[src/rtl/mux_rr_arbiter_pkg.sv]
// Shared types and defaults for the round-robin mux arbiter and its helpers.
package mux_rr_arbiter_pkg;

    // Two-state ownership FSM: nobody owns the mux, or exactly one owner does.
    typedef enum logic {
        ST_IDLE  = 1'b0,
        ST_GRANT = 1'b1
    } arb_state_t;

    localparam int DEF_N        = 8;
    localparam int DEF_SEL_W    = 3;
    localparam int DEF_MAX_HOLD = 16;

    // Hold counter width; a disabled timeout (0) still needs a 1-bit counter.
    function automatic int holdWidth(input int maxHold);
        return (maxHold < 1) ? 1 : $clog2(maxHold + 1);
    endfunction

endpackage

[src/rtl/mux_rr_arbiter_rr_pick.sv]
// Combinational rotating-priority encoder: finds the first set request bit
// starting at the pointer and wrapping from N-1 back to 0.
module rr_pick
    import mux_rr_arbiter_pkg::*;
#(
    parameter int N     = DEF_N,
    parameter int SEL_W = $clog2(N)
) (
    input  logic [N-1:0]     i_req,
    input  logic [SEL_W-1:0] i_ptr,
    output logic             o_any,
    output logic [SEL_W-1:0] o_win_idx
);

    logic [SEL_W-1:0] w_idx;
    logic             w_found;

    // Walk the requests in priority order; N is a power of two so the index wraps naturally.
    always_comb begin
        w_found   = 1'b0;
        w_idx     = i_ptr;
        o_win_idx = '0;
        for (int k = 0; k < N; k++) begin
            w_idx = i_ptr + SEL_W'(k);
            if (!w_found && i_req[w_idx]) begin
                w_found   = 1'b1;
                o_win_idx = w_idx;
            end
        end
    end

    assign o_any = |i_req;

endmodule

[src/rtl/mux_rr_arbiter.sv]
// Round-robin arbiter that hands one shared N:1 mux to one requester at a time.
// Ownership ends when the owner drops its request or after MAX_HOLD cycles,
// and every release leaves one idle cycle before the next owner is picked.
module mux_rr_arbiter
    import mux_rr_arbiter_pkg::*;
#(
    parameter int N        = DEF_N,
    parameter int SEL_W    = $clog2(N),
    parameter int MAX_HOLD = DEF_MAX_HOLD,
    parameter int HOLD_W   = holdWidth(MAX_HOLD)
) (
    input  logic             i_clk,
    input  logic             i_rst_n,
    input  logic             i_en,
    input  logic [N-1:0]     i_req,
    output logic [N-1:0]     o_grant,
    output logic [SEL_W-1:0] o_sel,
    output logic             o_gnt_valid,
    output logic             o_timeout
);

    localparam logic [HOLD_W-1:0] HOLD_LIMIT = HOLD_W'(MAX_HOLD);
    localparam logic [HOLD_W-1:0] HOLD_SAT   = '1;
    localparam logic [N-1:0]      GRANT_ONE  = N'(1);

    arb_state_t       r_state;
    arb_state_t       w_state_nxt;
    logic [SEL_W-1:0] r_ptr;
    logic [SEL_W-1:0] w_ptr_nxt;
    logic [HOLD_W-1:0] r_hold_cnt;
    logic [HOLD_W-1:0] w_hold_nxt;
    logic [N-1:0]     r_grant;
    logic [N-1:0]     w_grant_nxt;
    logic [SEL_W-1:0] r_sel;
    logic [SEL_W-1:0] w_sel_nxt;
    logic             r_gnt_valid;
    logic             w_gnt_valid_nxt;
    logic             r_timeout;
    logic             w_timeout_nxt;

    logic             w_any;
    logic [SEL_W-1:0] w_win_idx;
    logic             w_owner_req;
    logic             w_hold_hit;

    rr_pick #(
        .N     (N),
        .SEL_W (SEL_W)
    ) u_pick (
        .i_req     (i_req),
        .i_ptr     (r_ptr),
        .o_any     (w_any),
        .o_win_idx (w_win_idx)
    );

    // The registered select always names the current owner while in GRANT.
    assign w_owner_req = i_req[r_sel];
    assign w_hold_hit  = (MAX_HOLD != 0) && (r_hold_cnt == HOLD_LIMIT);

    // Next-state and next-output decisions for the ownership FSM.
    always_comb begin
        w_state_nxt     = r_state;
        w_ptr_nxt       = r_ptr;
        w_hold_nxt      = r_hold_cnt;
        w_grant_nxt     = r_grant;
        w_sel_nxt       = r_sel;
        w_gnt_valid_nxt = r_gnt_valid;
        w_timeout_nxt   = 1'b0;

        case (r_state)
            ST_IDLE: begin
                if (i_en && w_any) begin
                    w_state_nxt     = ST_GRANT;
                    w_grant_nxt     = GRANT_ONE << w_win_idx;
                    w_sel_nxt       = w_win_idx;
                    w_gnt_valid_nxt = 1'b1;
                    w_hold_nxt      = HOLD_W'(1);
                end else begin
                    w_grant_nxt     = '0;
                    w_gnt_valid_nxt = 1'b0;
                end
            end
            ST_GRANT: begin
                if (!w_owner_req || w_hold_hit) begin
                    // A dropped request wins over a coincident timeout, so the pulse
                    // only fires when the owner was still asking for the mux.
                    w_state_nxt     = ST_IDLE;
                    w_grant_nxt     = '0;
                    w_gnt_valid_nxt = 1'b0;
                    w_ptr_nxt       = r_sel + SEL_W'(1);
                    w_hold_nxt      = '0;
                    w_timeout_nxt   = w_owner_req;
                end else if (r_hold_cnt != HOLD_SAT) begin
                    w_hold_nxt = r_hold_cnt + HOLD_W'(1);
                end
            end
            default: begin
                w_state_nxt     = ST_IDLE;
                w_grant_nxt     = '0;
                w_gnt_valid_nxt = 1'b0;
            end
        endcase
    end

    // State, pointer, hold counter and all outputs update together; reset clears them at once.
    always_ff @(posedge i_clk or negedge i_rst_n) begin
        if (!i_rst_n) begin
            r_state     <= ST_IDLE;
            r_ptr       <= '0;
            r_hold_cnt  <= '0;
            r_grant     <= '0;
            r_sel       <= '0;
            r_gnt_valid <= 1'b0;
            r_timeout   <= 1'b0;
        end else begin
            r_state     <= w_state_nxt;
            r_ptr       <= w_ptr_nxt;
            r_hold_cnt  <= w_hold_nxt;
            r_grant     <= w_grant_nxt;
            r_sel       <= w_sel_nxt;
            r_gnt_valid <= w_gnt_valid_nxt;
            r_timeout   <= w_timeout_nxt;
        end
    end

    assign o_grant     = r_grant;
    assign o_sel       = r_sel;
    assign o_gnt_valid = r_gnt_valid;
    assign o_timeout   = r_timeout;

endmodule

[config.mk]
export PLATFORM = sky130hd
export DESIGN_NAME = mux_rr_arbiter
export DESIGN_NICKNAME = d
export VERILOG_FILES = /design/src/rtl/mux_rr_arbiter_pkg.sv /design/src/rtl/mux_rr_arbiter_rr_pick.sv /design/src/rtl/mux_rr_arbiter.sv
export SDC_FILE = /design/constraint.sdc
export NUM_CORES = 1
export LEC_CHECK = 0
export CORE_ASPECT_RATIO = 0.8
export CORE_UTILIZATION = 51
export CTS_CLUSTER_SIZE = 14
export DETAILED_ROUTE_END_ITERATION = 12
export GPL_TIMING_DRIVEN = 0
export MAX_ROUTING_LAYER = met4
export PLACE_DENSITY = 0.77
export SETUP_SLACK_MARGIN = 0.3
export SLEW_MARGIN = 20
export SYNTH_ARGS = -nofsm -noshare
export SYNTH_HDL_FRONTEND = slang
export SYNTH_SLANG_ARGS = --single-unit
[constraint.sdc]
create_clock -name i_clk -period 4.25 [get_ports i_clk]
set_input_delay 0.85 -clock i_clk [delete_from_list [all_inputs] [get_ports i_clk]]
set_output_delay 0.85 -clock i_clk [all_outputs]
set_load 0.05 [all_outputs]
==> metrics.md <==
| Metric | Value |
|---|---|
| Worst reg-to-reg path cell count | `11` |
| DIE HEIGHT | `58.8 um` |
| Post-synth top flop | `dfrtp_1` |
| Port Buffers | `23` |
| RSZ-0062 raised after global routing | `false` |
| Max Slew Vio Count | `0` |
| Final worst path period share | `88.7%` |
| Critical path type | `in -> reg` |
| Max-cap viol count | `0` |
| Crit start category | `input pin` |
| Vias per cell | `~6.1` |
| Final Hold Viols | `0` |
| FMAX | `265 MHz` |
| Antenna violations before repair | `0` |
| Hold-fix buffers, CTS | `0` |
| Final Instance Area | `0.00252 sq mm` |
| Reg clk slew, reported paths | `about 0.08 ns` |
| Diode count | `0` |
| Clock tree root driver cell | `clkbuf_8` |
| Post-route DRC | `0` |
| Die width | `about 73 um` |
| Routed wire length | `roughly 4900 um` |
| H-tree levels | `1` |
| Post-Syn Area per Cell | `around 9.5 sq um` |
| Die area | `0.00429 sq mm` |
| Ports | `24` |
| Clock latency at the later pin of the worst-skew pair | `0.26 ns` |
| CTS max path bufs | `2` |
| TritonCTS clock tree | `yes` |
| Pin count of the biggest net entering global routing | `23` |
| Status | `complete, no violations` |
| Row Count | `20` |
| WP data required | `4.40 ns` |
| TritonCTS buffer count | `3` |
| Critical Path AT | `3.92 ns` |
| Most Crowded Layer GR | `met1` |
| Post-synth ARST share | `100%` |
| Cells after synthesis | `around 220` |
| Drt initial violations | `141` |
| Area delta synth->final | `22.6%` |
| Routed via count | `1827` |
| Count of different cell masters after synthesis | `a little over 50` |
| Layout cells sized above 1 | `20.4%` |
| Final Wtd Congestion | `0.876` |
| Cell Area, Placed | `0.00235 sq mm` |
| WP depth | `8` |
| Crit Path Max Fanout | `10` |
| EDFF count, synth | `0` |
| Family with the most delay on the worst path | `multiplexers` |
| Crit path from | `i_req[7]` |
| CTS sink count | `22` |
| 1st-pass router iterations | `4` |
| Syn Std Cell Area | `0.00205 sq mm` |
| Seq/Total Area, Yosys | `between 20% and 30%` |
| Worst stage delay on the critical path | `~0.57 ns` |
| # nets final | `263` |
| Worst R2R Start | `r_ptr[1]` |
| Synth Net Count | `~230` |
| Crit path capture type | `flip-flop` |
| Tmin final | `3.77 ns` |
| Worst clock skew | `0.00459 ns` |
| Filler cell count in the final layout | `319` |
| YS warnings | `0` |
| Reg2reg setup slack | `~0.50 ns` |
| Met3 Resource Use GR | `4.79%` |
| Global-route track usage on met2 | `34.6%` |
| HP Class | `reg -> reg` |
| Global route overflow | `0` |
| Buf/Inv on CP | `1` |
| Vias in the first global route | `approximately 1500` |
| First-pass GRT wire length | `7650 um` |
| CP max stage cell | `clkdlybuf4s50_1` |
| CP Capture Point | `o_grant[5]` |
| Synth Register Bits | `22` |
| Critical Path, Cell by Cell | `clkdlybuf4s50_1 -> mux2_1 -> mux4_2 -> nor2_2 -> nand2_1 -> or4_4 -> a311o_1 -> o41ai_2` |
| Rel. slew slack | `37.3%` |
| Initial core utilization | `roughly 54%` |
| Routed Antenna Nets | `0` |
| Final Setup Violations | `0` |
| Total global-route track usage | `roughly a quarter` |
| Slew @ Worst Pin | `~0.94 ns` |
| Global routing met1 resource utilization | `about 36%` |
| R2R Path End | `o_grant[5]` |
| Average wire per cell in the routed design | `16.2 um` |
| Total core area | `0.00383 sq mm` |
| Hpwl dp | `between 3000 and 4000 um` |
| Min-Delay Startpoint | `o_grant[0]` |
==> stage by stage <==
step           setup slack, ns  TNS [ns]  utilization (%)  std cells  hold WS, ns
2_1_floorplan            0.307         0                -        216        0.488
3_3_place_gp            -0.276     -1.40             61.4        294        0.460
3_5_place_dp            -0.311     -1.96             61.4        294        0.459
4_1_cts                  0.320         0             64.0        298        0.479
5_1_grt                  0.358         0             65.8        300        0.498
6_report                 0.480         0             65.8        300        0.474
==> layer usage <==
metal  wire, um  vias to the layer above
li1           -                      904
met3        282                        4
met2       2170                       63
met5          0                        -
met4         21                        0
met1       2390                      856
==> state kept, by name (all words and copies together) (netlist names) <==
name,flops
o_gnt_valid,1
r_hold_cnt,5
o_sel,3
o_grant,8
r_ptr,3
r_state,1
o_timeout,1
==> cells in the final DEF, fill, tap and decap left out, types with 2 or more instances in the layout <==
cell and n:
nand2_1 38, clkdlybuf4s50_1 23, dfrtp_1 22, mux4_2 16, a21oi_1 12, inv_1 11
nor2_1 9, o21ai_0 9, mux2_2 7, mux2i_1 7, nand3_1 6, o41ai_1 6
ha_1 5, clkbuf_8 4, and3_1 4, and2_1 4, buf_4 4, a22o_1 4
nand2b_1 3, o32ai_2 3, clkbuf_1 2, nor4_1 2, buf_1 2, o221a_2 2
nor2_2 2, o221ai_2 2, a21o_1 2, xor2_1 2, a2111oi_0 2, o41ai_2 2
==> logic make-up after synthesis <==
logic type | synth area share (%)
AO/OA/AOI/OAI | 20.7
XOR/XNOR | 2.62
adder cells (fa/ha/maj) | 3.66
buffers and inverters | 4.14
flip-flops | 26.8
multiplexers | 25.4
AND/OR/NAND/NOR | 16.8
==> Yosys cell counts, types with 2 or more instances <==
master / n / area share (%)
a2111oi_0: 2 / 0.85
dfrtp_1: 22 / 27
nand2b_1: 3 / 0.91
o41ai_1: 8 / 3.4
inv_1: 11 / 2.0
o32ai_1: 3 / 1.3
and3_1: 4 / 1.2
nand3_1: 6 / 1.5
mux4_2: 16 / 18
nor4_1: 2 / 0.61
nor2_1: 9 / 1.6
o21ai_0: 9 / 2.2
buf_2: 2 / 0.49
mux2i_1: 7 / 3.4
nand2_1: 38 / 6.9
clkbuf_1: 4 / 0.73
a22o_1: 4 / 1.7
a21oi_1: 12 / 2.9
o221ai_1: 3 / 1.3
buf_1: 2 / 0.37
nor2_2: 2 / 0.61
ha_1: 6 / 3.7
mux2_2: 7 / 3.8
and2_1: 4 / 1.2
a21o_1: 2 / 0.73
xor2_1: 2 / 0.85
o221a_2: 2 / 1.1
==> worst min path at each step <==
stage                         end  slack (ns)  depth (start not counted)
floorplan           r_hold_cnt[3]        0.49                          1
global placement       o_grant[3]        0.46                          2
detailed placement     o_grant[0]        0.46                          2
CTS                    o_grant[0]        0.48                          2
global route           o_grant[3]        0.50                          2
finish                 o_grant[0]        0.47                          2
==> tightest hold or removal path: cells and delay by family (launching register included) <==
kind,cells,cell delay (ns)
flops,1,0.34
compound gates,1,0.05
simple gates,1,0.05
==> cell type report <==
class / instances / area [sq um] / share of cell area [%]
inverters: 12 / 45.0 / 1.79
clock inverters: 1 / 30.0 / 1.19
clock buffers: 3 / 41.3 / 1.64
flip-flops and latches: 22 / 551 / 21.9
repair buffers: 25 / 245 / 9.74
well taps: 55 / 68.8 / 2.73
multi-input cells: 173 / 1480 / 58.8
plain buffers: 9 / 56.3 / 2.24
==> what timing repair did <==
action / in CTS / in global routing
setup buffers: 0 / 2
pin swaps: 0 / 1
resized for setup: 7 / 9
endpoints found under the setup margin: 11 / 6
Power is left out: the tool's default activity adds up to more than one toggle a clock period on the data nets, which glitch-free logic cannot reach.
